## config.mk

```make
export PLATFORM = sky130hd
export DESIGN_NAME = frame_deser
export DESIGN_NICKNAME = d
export VERILOG_FILES = /design/src/rtl/frame_deser.sv
export SDC_FILE = /design/constraint.sdc
export NUM_CORES = 1
export LEC_CHECK = 0
export CAP_MARGIN = 10
export CORE_UTILIZATION = 55
export DETAILED_ROUTE_END_ITERATION = 10
export MAX_ROUTING_LAYER = met4
export PLACE_DENSITY_LB_ADDON = 0.3
export REMOVE_ABC_BUFFERS = 1
export SETUP_SLACK_MARGIN = 0.2
export SLEW_MARGIN = 20
export SYNTH_ARGS = -nofsm -noshare
export SYNTH_HDL_FRONTEND = slang
export SYNTH_SLANG_ARGS = --single-unit
```

## constraint.sdc

```tcl
create_clock -name clk -period 3.7 [get_ports clk]
set_clock_uncertainty 0.1 [all_clocks]
set_input_delay 0.555 -clock clk [delete_from_list [all_inputs] [get_ports clk]]
set_output_delay 0.555 -clock clk [all_outputs]
set_load 0.05 [all_outputs]
```

## src/rtl/frame_deser.sv

```systemverilog
// frame_deser: serial frame receiver.
//
// Receives frames of the form: start bit (0), DATA_W data bits LSB first,
// optional parity bit, stop bit (1). Each good word is presented on a
// valid/ready output slot. Parity, framing and overrun faults are reported as
// single-cycle pulses and the offending word is dropped.
//
// Ports:
//   clk        in   sole clock, rising edge
//   rst_n      in   asynchronous active-low reset
//   sin        in   serial line, idle high, sampled once per clk
//   out_data   out  received word, first bit received lands in bit 0
//   out_valid  out  out_data holds an unconsumed word
//   out_ready  in   consumer accepts the word when out_valid && out_ready
//   par_err    out  pulse: parity mismatch, word dropped
//   frm_err    out  pulse: stop bit sampled low, word dropped
//   ovr_err    out  pulse: good word dropped because the slot was occupied

module frame_deser #(
    parameter int unsigned DATA_W     = 12,
    parameter int unsigned PARITY_EN  = 1,
    parameter int unsigned ODD_PARITY = 0
) (
    input  logic              clk,
    input  logic              rst_n,
    input  logic              sin,
    output logic [DATA_W-1:0] out_data,
    output logic              out_valid,
    input  logic              out_ready,
    output logic              par_err,
    output logic              frm_err,
    output logic              ovr_err
);

    // Counter only has to reach DATA_W-1.
    localparam int unsigned CNT_W = (DATA_W > 1) ? $clog2(DATA_W) : 1;

    typedef enum logic [2:0] {
        StIdle,
        StData,
        StParity,
        StStop,
        StBreak
    } state_e;

    state_e            r_state;
    logic [DATA_W-1:0] r_shift;
    logic [CNT_W-1:0]  r_cnt;
    logic              r_par;
    logic [DATA_W-1:0] r_out_data;
    logic              r_out_valid;
    logic              r_par_err;
    logic              r_frm_err;
    logic              r_ovr_err;

    logic [DATA_W-1:0] w_shift_next;
    logic              w_par_bad;
    logic              w_slot_free;

    // New bit enters at the top so that after DATA_W shifts the first bit
    // received sits in bit 0. Written this way so DATA_W=1 needs no slice.
    always_comb begin
        w_shift_next             = r_shift >> 1;
        w_shift_next[DATA_W-1]   = sin;
    end

    // r_par already includes the received parity bit when this is evaluated.
    assign w_par_bad   = (PARITY_EN != 0) && (r_par != 1'(ODD_PARITY));
    // Slot is usable if empty or being drained on this very edge.
    assign w_slot_free = !r_out_valid || out_ready;

    always_ff @(posedge clk or negedge rst_n) begin
        if (!rst_n) begin
            r_state     <= StIdle;
            r_shift     <= '0;
            r_cnt       <= '0;
            r_par       <= 1'b0;
            r_out_data  <= '0;
            r_out_valid <= 1'b0;
            r_par_err   <= 1'b0;
            r_frm_err   <= 1'b0;
            r_ovr_err   <= 1'b0;
        end else begin
            r_par_err <= 1'b0;
            r_frm_err <= 1'b0;
            r_ovr_err <= 1'b0;

            if (r_out_valid && out_ready) begin
                r_out_valid <= 1'b0;
            end

            case (r_state)
                StIdle: begin
                    if (!sin) begin
                        r_cnt   <= '0;
                        r_par   <= 1'b0;
                        r_state <= StData;
                    end
                end

                StData: begin
                    r_shift <= w_shift_next;
                    r_par   <= r_par ^ sin;
                    r_cnt   <= r_cnt + 1'b1;
                    if (r_cnt == CNT_W'(DATA_W - 1)) begin
                        r_state <= (PARITY_EN != 0) ? StParity : StStop;
                    end
                end

                StParity: begin
                    r_par   <= r_par ^ sin;
                    r_state <= StStop;
                end

                StStop: begin
                    if (sin) begin
                        r_state <= StIdle;
                        if (w_par_bad) begin
                            r_par_err <= 1'b1;
                        end else if (w_slot_free) begin
                            // Overrides the drain above: valid stays high.
                            r_out_data  <= r_shift;
                            r_out_valid <= 1'b1;
                        end else begin
                            r_ovr_err <= 1'b1;
                        end
                    end else begin
                        r_frm_err <= 1'b1;
                        r_state   <= StBreak;
                    end
                end

                StBreak: begin
                    // A line held low must not be mistaken for a start bit.
                    if (sin) begin
                        r_state <= StIdle;
                    end
                end

                default: begin
                    r_state <= StIdle;
                end
            endcase
        end
    end

    assign out_data  = r_out_data;
    assign out_valid = r_out_valid;
    assign par_err   = r_par_err;
    assign frm_err   = r_frm_err;
    assign ovr_err   = r_ovr_err;

endmodule

```

Word-level counts from Yosys, hierarchy flattened
Index checks and enable logic that the tools add are counted.
{ "op_classes": {"eq_ne": 8, "addsub": 1, "bitwise_logic": 2, "n_mux": 23, "reduce_logical": 11} }
{ "op_table": {"columns": ["op", "count"], "rows": [
  ["$mux 1", 15],
  ["$pmux 3 s5", 1],
  ["$mux 3", 4],
  ["$pmux 4 s2", 1],
  ["$eq 3x2->1 const B", 2],
  ["$ne 2x2->1 const B", 3],
  ["$add 4x1->4 const B", 1],
  ["$eq 4x4->1 const B", 1],
  ["$mux 4", 1],
  ["$reduce_and 2->1", 2],
  ["$reduce_and 4->1", 1],
  ["$reduce_bool 2->1", 2],
  ["$eq 3x1->1 const B", 1],
  ["$eq 3x3->1 const B", 1],
  ["$logic_not 3->1", 1],
  ["$reduce_and 3->1", 1],
  ["$pmux 1 s2", 1],
  ["$reduce_or 2->1", 1],
  ["$logic_and 1x1->1", 1],
  ["$logic_not 1->1", 1],
  ["$logic_or 1x1->1", 1],
  ["$not 1->1", 1],
  ["$xor 1x1->1", 1]
]} }
{ "totals": {"wordCells": 54, "input_bits": 4, "out_inout_bits": 16, "register_bits": 36} }

Longest topological paths before layout
Gate-level depths: netlist of the first run.
{ "logic_depth": {"depth_word": 6, "ltp_mapped": 6, "mapped_depth_nobuf": 5} }

Least setup slack after synthesis of the first run
Ideal clock, no wire load.
{ "synth_path": {"kind": "reg2reg", "startpoint": "register r_out_valid, in the netlist out_valid", "endpoint": "register r_out_data[10], in the netlist out_data[10]", "path_slack_ps": 2079, "path_buffers": 1, "required_ps": 3475, "setup_time_ps": 125, "path_stages_with_launch": 5, "synth_period_minus_slack_ps": 1621, "arrival_time_ps": 1396, "cell_sequence": "dfrtp_1 > nand2b_1 > nand3_4 > buf_6 > mux2_4"} }
{ "synth_via": {"elab_chain_len": 3} }
{ "synth_lines": {"columns": ["element", "line_no", "rtl"], "rows": [
  ["start: declaration", "51", "logic r_out_valid;"],
  ["start signal: assignment", "79", "r_out_valid <= 1'b0;"],
  ["start signal: assignment", "89", "r_out_valid <= 1'b0;"],
  ["start signal: assignment", "123", "r_out_valid <= 1'b1;"],
  ["$logic_not 1->1", "70", "assign w_slot_free = !r_out_valid || out_ready;"],
  ["$logic_or 1x1->1", "70", null],
  ["$reduce_and 4->1 (no source line)", null, null],
  ["end signal: assignment", "122", "r_out_data <= r_shift;"],
  ["end: declaration", "50", "logic [DATA_W-1:0] r_out_data;"]
]} }
Every way passes these cells.
A chain may end at the register's enable or synchronous reset.

Final worst setup path of the first run
{ "layout_path": {"startpoint": "register r_out_data[10], in the netlist out_data[10]", "endpoint": "output port out_data[10]"} }
{ "layout_lines": {"columns": ["element", "line_no", "rtl"], "rows": [
  ["end: declaration", "27", "output logic [DATA_W-1:0] out_data,"]
]} }
No word-level cell between the ends.

==> results of run 1 <==
state kept, by name, indices dropped and copies added (netlist names):
name       count
par_err        1
r_state        3
r_par          1
frm_err        1
r_cnt          4
ovr_err        1
out_valid      1
out_data      12
r_shift       12
layer usage:
metal / wire (um) / share of wire, % / global-route usage, % / up-vias
met4: 42 / 1.8 / 11.3 / 0
met1: 1060 / 44 / 22.7 / 456
met5: 0 / 0 / - / -
met3: 111 / 4.7 / 4.92 / 7
met2: 1170 / 49 / 30.1 / 23
li1: - / - / - / 418
worst reg2reg max path, delay by kind of cell (launching register included):
family	cells	cell delay, ps
flip-flops	1	490
multiplexers	1	400
AND/OR/NAND/NOR	2	670
stage by stage:
stage	util, %	instance area (um2)
6_report	69.8	1790
5_1_grt	69.8	1790
4_1_cts	69.8	1790
3_5_place_dp	67.6	1740
3_3_place_gp	67.6	1740
2_1_floorplan	-	1500
layout by cell type (no fill, tap or decap), drive strengths merged:
cell and instances:
dfrtp 36, mux2 27, clkdlybuf4s50 19, nor2 5, clkbuf 5, inv 3
and2 3, nand2b 3, a21oi 3, a22o 3, ha 3, nand3 3
clkinv 3, nand2 2, o21ai 2, and3b 1, nand3b 1, nor2b 1
nor3 1, a32o 1, a221o 1, or4b 1, o21bai 1, buf 1
layout make-up:
| type | count | area share [%] |
|---|---|---|
| Inverter | 3 | 0.628 |
| Clock inverter | 3 | 1.05 |
| Timing Repair Buffer | 20 | 11.0 |
| Sequential cell | 36 | 50.3 |
| Multi-Input combinational cell | 62 | 32.8 |
| Clock buffer | 5 | 2.09 |
| Tap cell | 30 | 2.09 |
power by group through the flow:
stage,Clock [uW],Sequential (uW),Combinational [uW]
2_1_floorplan,0,823,328
3_3_place_gp,0,660,654
3_5_place_dp,0,671,675
4_1_cts,215,664,677
5_1_grt,226,687,720
6_report,208,664,669
cell families after synthesis:
logic type / synth area share (%)
AOI/OAI and AO/OA: 5.08
buffers and inverters: 4.03
DFF: 58.1
muxes: 22.0
and+or+nand+nor: 8.39
adders and majority gates: 2.42
worst max-delay path by stage:
| stage | start | end | slack (ps) |
|---|---|---|---|
| 3_5_place_dp | sin | r_par | 1440 |
| 3_3_place_gp | sin | r_par | 1500 |
| 5_1_grt | out_data[10] | out_data[10] | 1430 |
| 6_report | out_data[10] | out_data[10] | 1490 |
| 4_1_cts | out_data[10] | out_data[10] | 1470 |
| 2_1_floorplan | out_valid | out_data[0] | 2090 |
==> impl_results.md, run 1 <==
* Comb power frac at between 40% and 50%
* Netlist Area Pre-Place at approximately 1600 um2
* Die Y at 55.1 um
* Via count at about 900
* Overflow after GRT at 0
* Switching Fraction at around two fifths
* I/O pin cnt at 20
* Clk network pwr share at a little over an eighth
* Post-CTS setup buffer count at 0
* P_sw at ~590 uW
* RSZ-0062 raised after global routing: no
* Register area at 901 um2
* Row cnt at 18
* Yosys top cell area share at between 50% and 60%
* DRC viols at 0
* Worst vdd ir at about 0.00073 V
* H-tree Lvls at 2
* Global-route usage over all layers at between 10% and 20%
* First-pass GRT wire length at roughly 3800 um
* RR Startpoint: r_state[2]
* Nets@finish at 135
* Crit Path Category: flip-flop to output port
* Sum Neg Setup Slack at 0 ps
* Top cells by area, synth: dfrtp_1 58%, mux2_2 12%, mux2_4 9.7%, ha_1 2.4%, buf_6 2.2%
* Synth Flop Type: dfrtp_1
* Worst EP required at ~3000 ps
* Synth Instances at roughly 110
* Mean Syn Cell Area at around 14 um2
* Critical Path Max Stage Delay at roughly 800 ps
* Clock sink total at 36
* Layout cells sized above 1 at between 20% and 30%
* Pre-CTS WS at between 1000 and 1500 ps
* Initial antenna violation count at 0
* Vias per cell at 5.69
* Count leader, synth: dfrtp_1
* CTS tree: yes
* Hold path depth at 1
* Synth top cells by count: 36 x dfrtp_1, 17 x mux2_2, 10 x mux2_4, 5 x nor2_1
* Total Routed Length at ~2400 um
* Area of the multi-input gates at ~590 um2
* Worst slew margin at ~62%
* Worst path depth at 1
* CTS Buf Count at 5
* Worst R2R End: r_shift[0]
* Area delta synth->final at 15.5%
* Period utilisation layout at approximately three fifths
* Power Density at between 800 and 900 nW/um2
* Hold worst-path end: out_data[11]
* PnR worst setup slack at roughly 1500 ps
* Worst Hold Class: flip-flop to flip-flop
* Sequential cell area fraction in the yosys report at about three fifths
* Post-synth cell types at 25
* P_leak at between 0.0008 and 0.0009 uW
* Post-DR wirelength/cell at 15.0 um
* DRT antenna net count at 0
* Bufs and invs on worst path at 1
* Reg clk slew, reported paths at 120 ps
* Crit path max fanout at 2
* Largest net degree at the start of global routing at 37
* Synthesized flop and latch total at 36
* Tmin final at around 2200 ps
* R2R cell count at 3
* Synthesis Warnings at 0
* Drt first pass iters at 4
* Final Hold Viols at 0
* Fmax at 0.452 GHz
* Cell Count, Final, Fillers Out at 159
* Status: completed
* Core Area at 2570 um2
* Vias in the first global route at between 800 and 900
* Die area at ~3000 um2
* Placed insts at 151
* Initial Util at around three fifths
* Hold-fix buffers at CTS at 0
* P_int at roughly 950 uW
* Bufs on Longest Clock Path at 2
* Number of synthesized flops with an enable pin at 0
* Max Cap Viol at 0
* RePlAce Congestion at between 0.6 and 0.7
* Setup crit start kind: flip-flop
* Leading area contributor after synthesis: dfrtp_1
* ANT cells at 0
* HPWL Detailed at 1570 um
* CP max-delay cell: clkdlybuf4s50_1
* Initial DRC Count at 14
* CTS resizes at 0
* Slew at the pin closest to its max-slew limit at approximately 570 ps
* Power Total at around 1500 uW
* FILL cells at about 180
* Critical path capture point type: output port
* Sequential power share at between 40 and 50%
* Synth async-reset ratio at between 90% and 100%
* R2R setup slack at ~1900 ps
* Final setup fails at 0
* Max Slew Vio Count at 0
* Critical Path, Cell by Cell: clkdlybuf4s50_1
* Family with the most delay on the worst path: buffers and inverters
* Min-delay src: out_data[11]
* Worst-skew pair later-pin latency at between 300 and 400 ps
* Critical Path AT at 1560 ps
* Port Buffer Count at 19
* Worst Hold Slack at about 420 ps
* Die W at 55.1 um
* Root buf cell: clkbuf_4
Note: power is estimated with default switching activity, not from simulation.
==> run 2, diff against run 1 <==
--- a/config.mk
+++ b/config.mk
@@ -6,7 +6,7 @@
 export NUM_CORES = 1
 export LEC_CHECK = 0
 export CAP_MARGIN = 10
-export CORE_UTILIZATION = 55
+export CORE_UTILIZATION = 48
 export DETAILED_ROUTE_END_ITERATION = 10
 export MAX_ROUTING_LAYER = met4
 export PLACE_DENSITY_LB_ADDON = 0.3
==> constraint.sdc (replaced) <==
create_clock -name clk -period 1.9 [get_ports clk]
set_clock_uncertainty 0.1 [all_clocks]
set_input_delay 0.285 -clock clk [delete_from_list [all_inputs] [get_ports clk]]
set_output_delay 0.285 -clock clk [all_outputs]
set_load 0.05 [all_outputs]
==> impl_results.md, run 2 (same netlist as run 1, synthesis figures left out) <==
* Vias per cell at around 5
* Power Density at 1640 nW/um2
* Vias in the first global route at ~930
* Drt first pass iters at 3
* Via count at between 800 and 900
* Critical path capture point type: output port
* Initial DRC Count at 31
* Clk network pwr share at between 10% and 20%
* Commonest non-fill, non-tap cell in the layout: dfrtp_1
* P_leak at slightly above 0.0009 uW
* Layout cells sized above 1 at between 20% and 30%
* Final setup fails at 0
* Global-route usage over all layers at between 15 and 20%
* Sequential power share at around 43%
* Worst Hold Class: input port to asynchronous set/reset pin
* CTS Buf Count at 5
* Overflow after GRT at 0
* Worst EP required at roughly 1500 ps
* Worst slew margin at approximately two thirds
* P_sw at ~1100 uW
* Post-DP Area at 1780 um2
* Die Y at 58.9 um
* Critical Path AT at approximately 1300 ps
* DRT antenna net count at 0
* Bufs and invs on worst path at 1
* FILL cells at approximately 250
* Tmin final at around 1600 ps
* Area delta synth->final at 17.3%
* Core Area at between 3000 and 4000 um2
* Die W at ~59 um
* Root buf cell: clkbuf_4
* Largest net degree at the start of global routing at 37
* Post-DR wirelength/cell at ~13 um
* RSZ-0062 raised after global routing: no
* Critical Path, Cell by Cell: dlygate4sd2_1
* Row cnt at 20
* Slew at the pin closest to its max-slew limit at about 490 ps
* Worst-skew pair later-pin latency at around 330 ps
* PnR worst setup slack at roughly 270 ps
* HPWL Detailed at 1600 um
* Area of the multi-input gates at roughly 600 um2
* Most frequent cells in the layout: 36 x dfrtp_1, 17 x mux2_2, 16 x dlygate4sd2_1, 10 x mux2_4
* Worst vdd ir at approximately 0.00063 V
* Post-CTS setup buffer count at 0
* Nets@finish at ~140
* Clock sink total at 36
* Pre-CTS WS at approximately 72 ps
* CP max-delay cell: dlygate4sd2_1
* P_int at 1860 uW
* Port Buffer Count at 19
* Die area at around 3500 um2
* RePlAce Congestion at about 0.75
* Final Hold Viols at 0
* Critical Path Max Stage Delay at 540 ps
* Period utilisation layout at around 86%
* Bufs on Longest Clock Path at 2
* DRC viols at 0
* Fmax at roughly 0.6 GHz
* Crit Path Category: flip-flop to output port
* Worst setup startpoint: out_data[11]
* First-pass GRT wire length at approximately 4000 um
* Total Routed Length at between 2000 and 2500 um
* Initial antenna violation count at 0
* Family with the most delay on the worst path: buffers and inverters
* CTS tree: yes
* Status: completed
* Design area at between 1500 and 2000 um2
* Initial Util at roughly 50%
* Register area at 901 um2
* Comb power frac at 42.9%
* Sum Neg Setup Slack at 0 ps
* Max Cap Viol at 0
* Setup crit start kind: flip-flop
* Switching Fraction at between 30% and 40%
* Crit path max fanout at 2
* Reg clk slew, reported paths at around 100 ps
* ANT cells at 0
* I/O pin cnt at 20
* Max Slew Vio Count at 0
* H-tree Lvls at 2
* RR Startpoint: r_state[2]
## run 2: what timing repair did
action                     4_1_cts  5_1_grt
resized for setup               16        0
hold buffers                     0        0
setup endpoints to repair       16        0
## run 2: area by class of cell
cell class / count / area share (%)
sequential: 36 / 49.5
multi-input combinational: 62 / 32.3
clock buffer: 8 / 3.23
tap: 44 / 3.03
inverter: 3 / 0.619
timing repair buffer: 22 / 11.3
## run 2: power groups by stage
stage	registers [uW]	logic, uW	clock network (uW)
final	1280	1280	415
after global routing	1330	1370	461
after CTS	1290	1290	437
after detailed placement	1310	1370	0
after global placement	1290	1320	0
after floorplan	1600	639	0
## run 2: metal layers
metal,wire length [um],GRT usage [%]
met5,0,-
met4,65,11.2
met3,74,4.62
met2,1150,25.3
met1,1050,19.0
## run 2: final timing paths
kind	depth (start not counted)	end	slack, ps
min in group clk	1	out_data[0]	410
max	1	out_data[11]	270
min	2	r_shift[7]	260
max in group asynchronous	2	r_state[2]	1130
min reg2reg	1	out_data[0]	410
max reg2reg	3	out_data[7]	290
## run 2: per-stage QoR
| stage | power (uW) | util (%) | hold slack (ps) | instances |
|---|---|---|---|---|
| floorplan | 2240 | - | -111 | 101 |
| global placement | 2610 | 58.3 | 389 | 167 |
| detailed placement | 2670 | 58.3 | 391 | 167 |
| CTS | 3020 | 59.6 | 265 | 175 |
| global route | 3160 | 59.6 | 281 | 175 |
| finish | 2980 | 59.6 | 260 | 175 |
==> run 3, diff against run 2 <==
--- a/config.mk
+++ b/config.mk
@@ -5,11 +5,10 @@
 export SDC_FILE = /design/constraint.sdc
 export NUM_CORES = 1
 export LEC_CHECK = 0
-export CAP_MARGIN = 10
 export CORE_UTILIZATION = 48
 export DETAILED_ROUTE_END_ITERATION = 10
 export MAX_ROUTING_LAYER = met4
-export PLACE_DENSITY_LB_ADDON = 0.3
+export PLACE_DENSITY = 0.74
 export REMOVE_ABC_BUFFERS = 1
 export SETUP_SLACK_MARGIN = 0.2
 export SLEW_MARGIN = 20
==> impl_results.md, run 3 (same netlist as run 1, synthesis figures left out) <==
* Most frequent cells in the layout: 36 x dfrtp_1, 17 x mux2_2, 13 x dlygate4sd2_1, 10 x mux2_4, 6 x buf_4
* Worst EP required at 2030 ps
* Period utilisation layout at between 80% and 90%
* Die W at ~60 um
* Worst vdd ir at approximately 0.0010 V
* P_sw at 1150 uW
* FILL cells at between 200 and 300
* Row cnt at 20
* Final setup fails at 0
* Post-CTS setup buffer count at 0
* Post-DR wirelength/cell at 13.7 um
* Met3 WL at about 120 um
* Worst R2R End: out_data[10]
* Max layer used: met4
* Reg clk slew, reported paths at 110 ps
* Core Area at 3050 um2
* CTS tree: yes
* WL met2 at 1160 um
* First-pass GRT wire length at between 4000 and 5000 um
* Area delta synth->final at 18.5%
* Design area at about 1800 um2
* Worst slew margin at 68.3%
* Slew at the pin closest to its max-slew limit at ~470 ps
* Post-DP Area at about 1800 um2
* DRT antenna net count at 0
* Sequential power share at between 40% and 50%
* Die area at 3460 um2
* Root buf cell: clkbuf_4
* Via count at between 900 and 1k
* Critical Path AT at 1760 ps
* Worst-skew pair later-pin latency at approximately 330 ps
* Initial DRC Count at 36
* Overflow after GRT at 0
* Status: completed
* Sum Neg Setup Slack at 0 ps
* Power Density at between 1500 and 2000 nW/um2
* Global-route usage over all layers at ~17%
* Drt first pass iters at 5
* Nets@finish at between 100 and 150
* Worst Hold Class: input port to asynchronous set/reset pin
* Comb power frac at about 40%
* Critical path capture point type: flip-flop
* Fmax at 0.613 GHz
* ANT cells at 0
* Layout cells sized above 1 at approximately a third
* H-tree Lvls at 2
* P_int at about 2000 uW
* Crit Path Category: flip-flop to flip-flop
* Max Cap Viol at 0
* CTS Buf Count at 5
* Initial Util at roughly 50%
* Tmin final at 1630 ps
* Switching Fraction at 36.3%
* Bufs on Longest Clock Path at 2
* Vias per cell at 5.24
* Clk network pwr share at a little under a fifth
* R2R cell count at 3
* Critical path endpoint: out_data[10]
* Final Hold Viols at 0
* HPWL Detailed at 1620 um
* Initial antenna violation count at 0
* Commonest non-fill, non-tap cell in the layout: dfrtp_1
* Worst setup startpoint: r_state[2]
* I/O pin cnt at 20
* Setup crit start kind: flip-flop
* RR Startpoint: r_state[2]
* Hold-fix buffers at CTS at 0
* P_leak at 0.000941 uW
* R2R setup slack at around 270 ps
* RSZ-0062 raised after global routing: yes
* Clock sink total at 36
* Met1 WL at roughly 1100 um
* Total Routed Length at roughly 2400 um
* DRC viols at 0
* Crit path max fanout at 12
* Largest net degree at the start of global routing at 37
* Port Buffer Count at 19
* RePlAce Congestion at roughly 0.7
* Vias in the first global route at 937
* Die Y at 58.9 um
* Max Slew Vio Count at 0
## run 3: changes by cell type in the layout (fill, tap and decap cells not counted)
| cell | change |
|---|---|
| dlygate4sd2_1 | -3 |
| buf_12 | -1 |
| clkbuf_1 | -2 |
| clkbuf_8 | +1 |
| bufinv_16 | +1 |
| buf_4 | +4 |
## run 3: power groups by stage
stage / sequential (uW) / combinational, uW / clock (uW)
5_1_grt: 1340 / 1360 / 648
2_1_floorplan: 1600 / 639 / 0
3_3_place_gp: 1290 / 1280 / 0
3_5_place_dp: 1310 / 1320 / 0
4_1_cts: 1290 / 1280 / 614
6_report: 1290 / 1270 / 597
## run 3: per-stage QoR
step	worst slack, ps	total power, uW	hold slack, ps	utilization, %	instances
after floorplan	292	2240	-111	-	101
after global placement	112	2570	389	57.7	167
after detailed placement	82.5	2640	399	57.7	167
after CTS	257	3190	258	60.2	175
after global routing	194	3360	270	60.2	175
final	267	3160	246	60.2	175
## run 3: metal layers
| layer | track usage, % | up-vias |
|---|---|---|
| met5 | - | - |
| li1 | - | 423 |
| met2 | 27.8 | 29 |
| met1 | 21.0 | 458 |
| met3 | 3.96 | 7 |
| met4 | 8.50 | 0 |
## run 3: repair_timing
action / 4_1_cts / 5_1_grt
pin swaps: 0 / 1
resized for setup: 13 / 0
setup endpoints to repair: 13 / 6
## run 3: how the worst min path moves through the flow
stage                startpoint           to  slack [ps]  cells after the start
floorplan                 rst_n      frm_err        -110                      0
global placement    out_data[0]  out_data[0]         390                      1
detailed placement  out_data[6]  out_data[6]         400                      1
CTS                       rst_n    out_valid         260                      2
global route              rst_n    out_valid         270                      2
finish                    rst_n    out_valid         250                      2
## run 3: critical path: stages, from the launching register on
cell and delay (ps):
dfrtp_1 490, and3b_2 340, nand3_4 220, mux2_4 360
## run 3: layout make-up
| cell class | instances | area (um2) | share of cell area (%) |
|---|---|---|---|
| multi-input cells | 62 | 588 | 32.0 |
| clock buffers | 7 | 65.1 | 3.54 |
| well taps | 44 | 55.1 | 2.99 |
| flip-flops and latches | 36 | 901 | 49.0 |
| clock inverters | 1 | 30.0 | 1.63 |
| inverters | 3 | 11.3 | 0.612 |
| repair buffers | 22 | 189 | 10.3 |
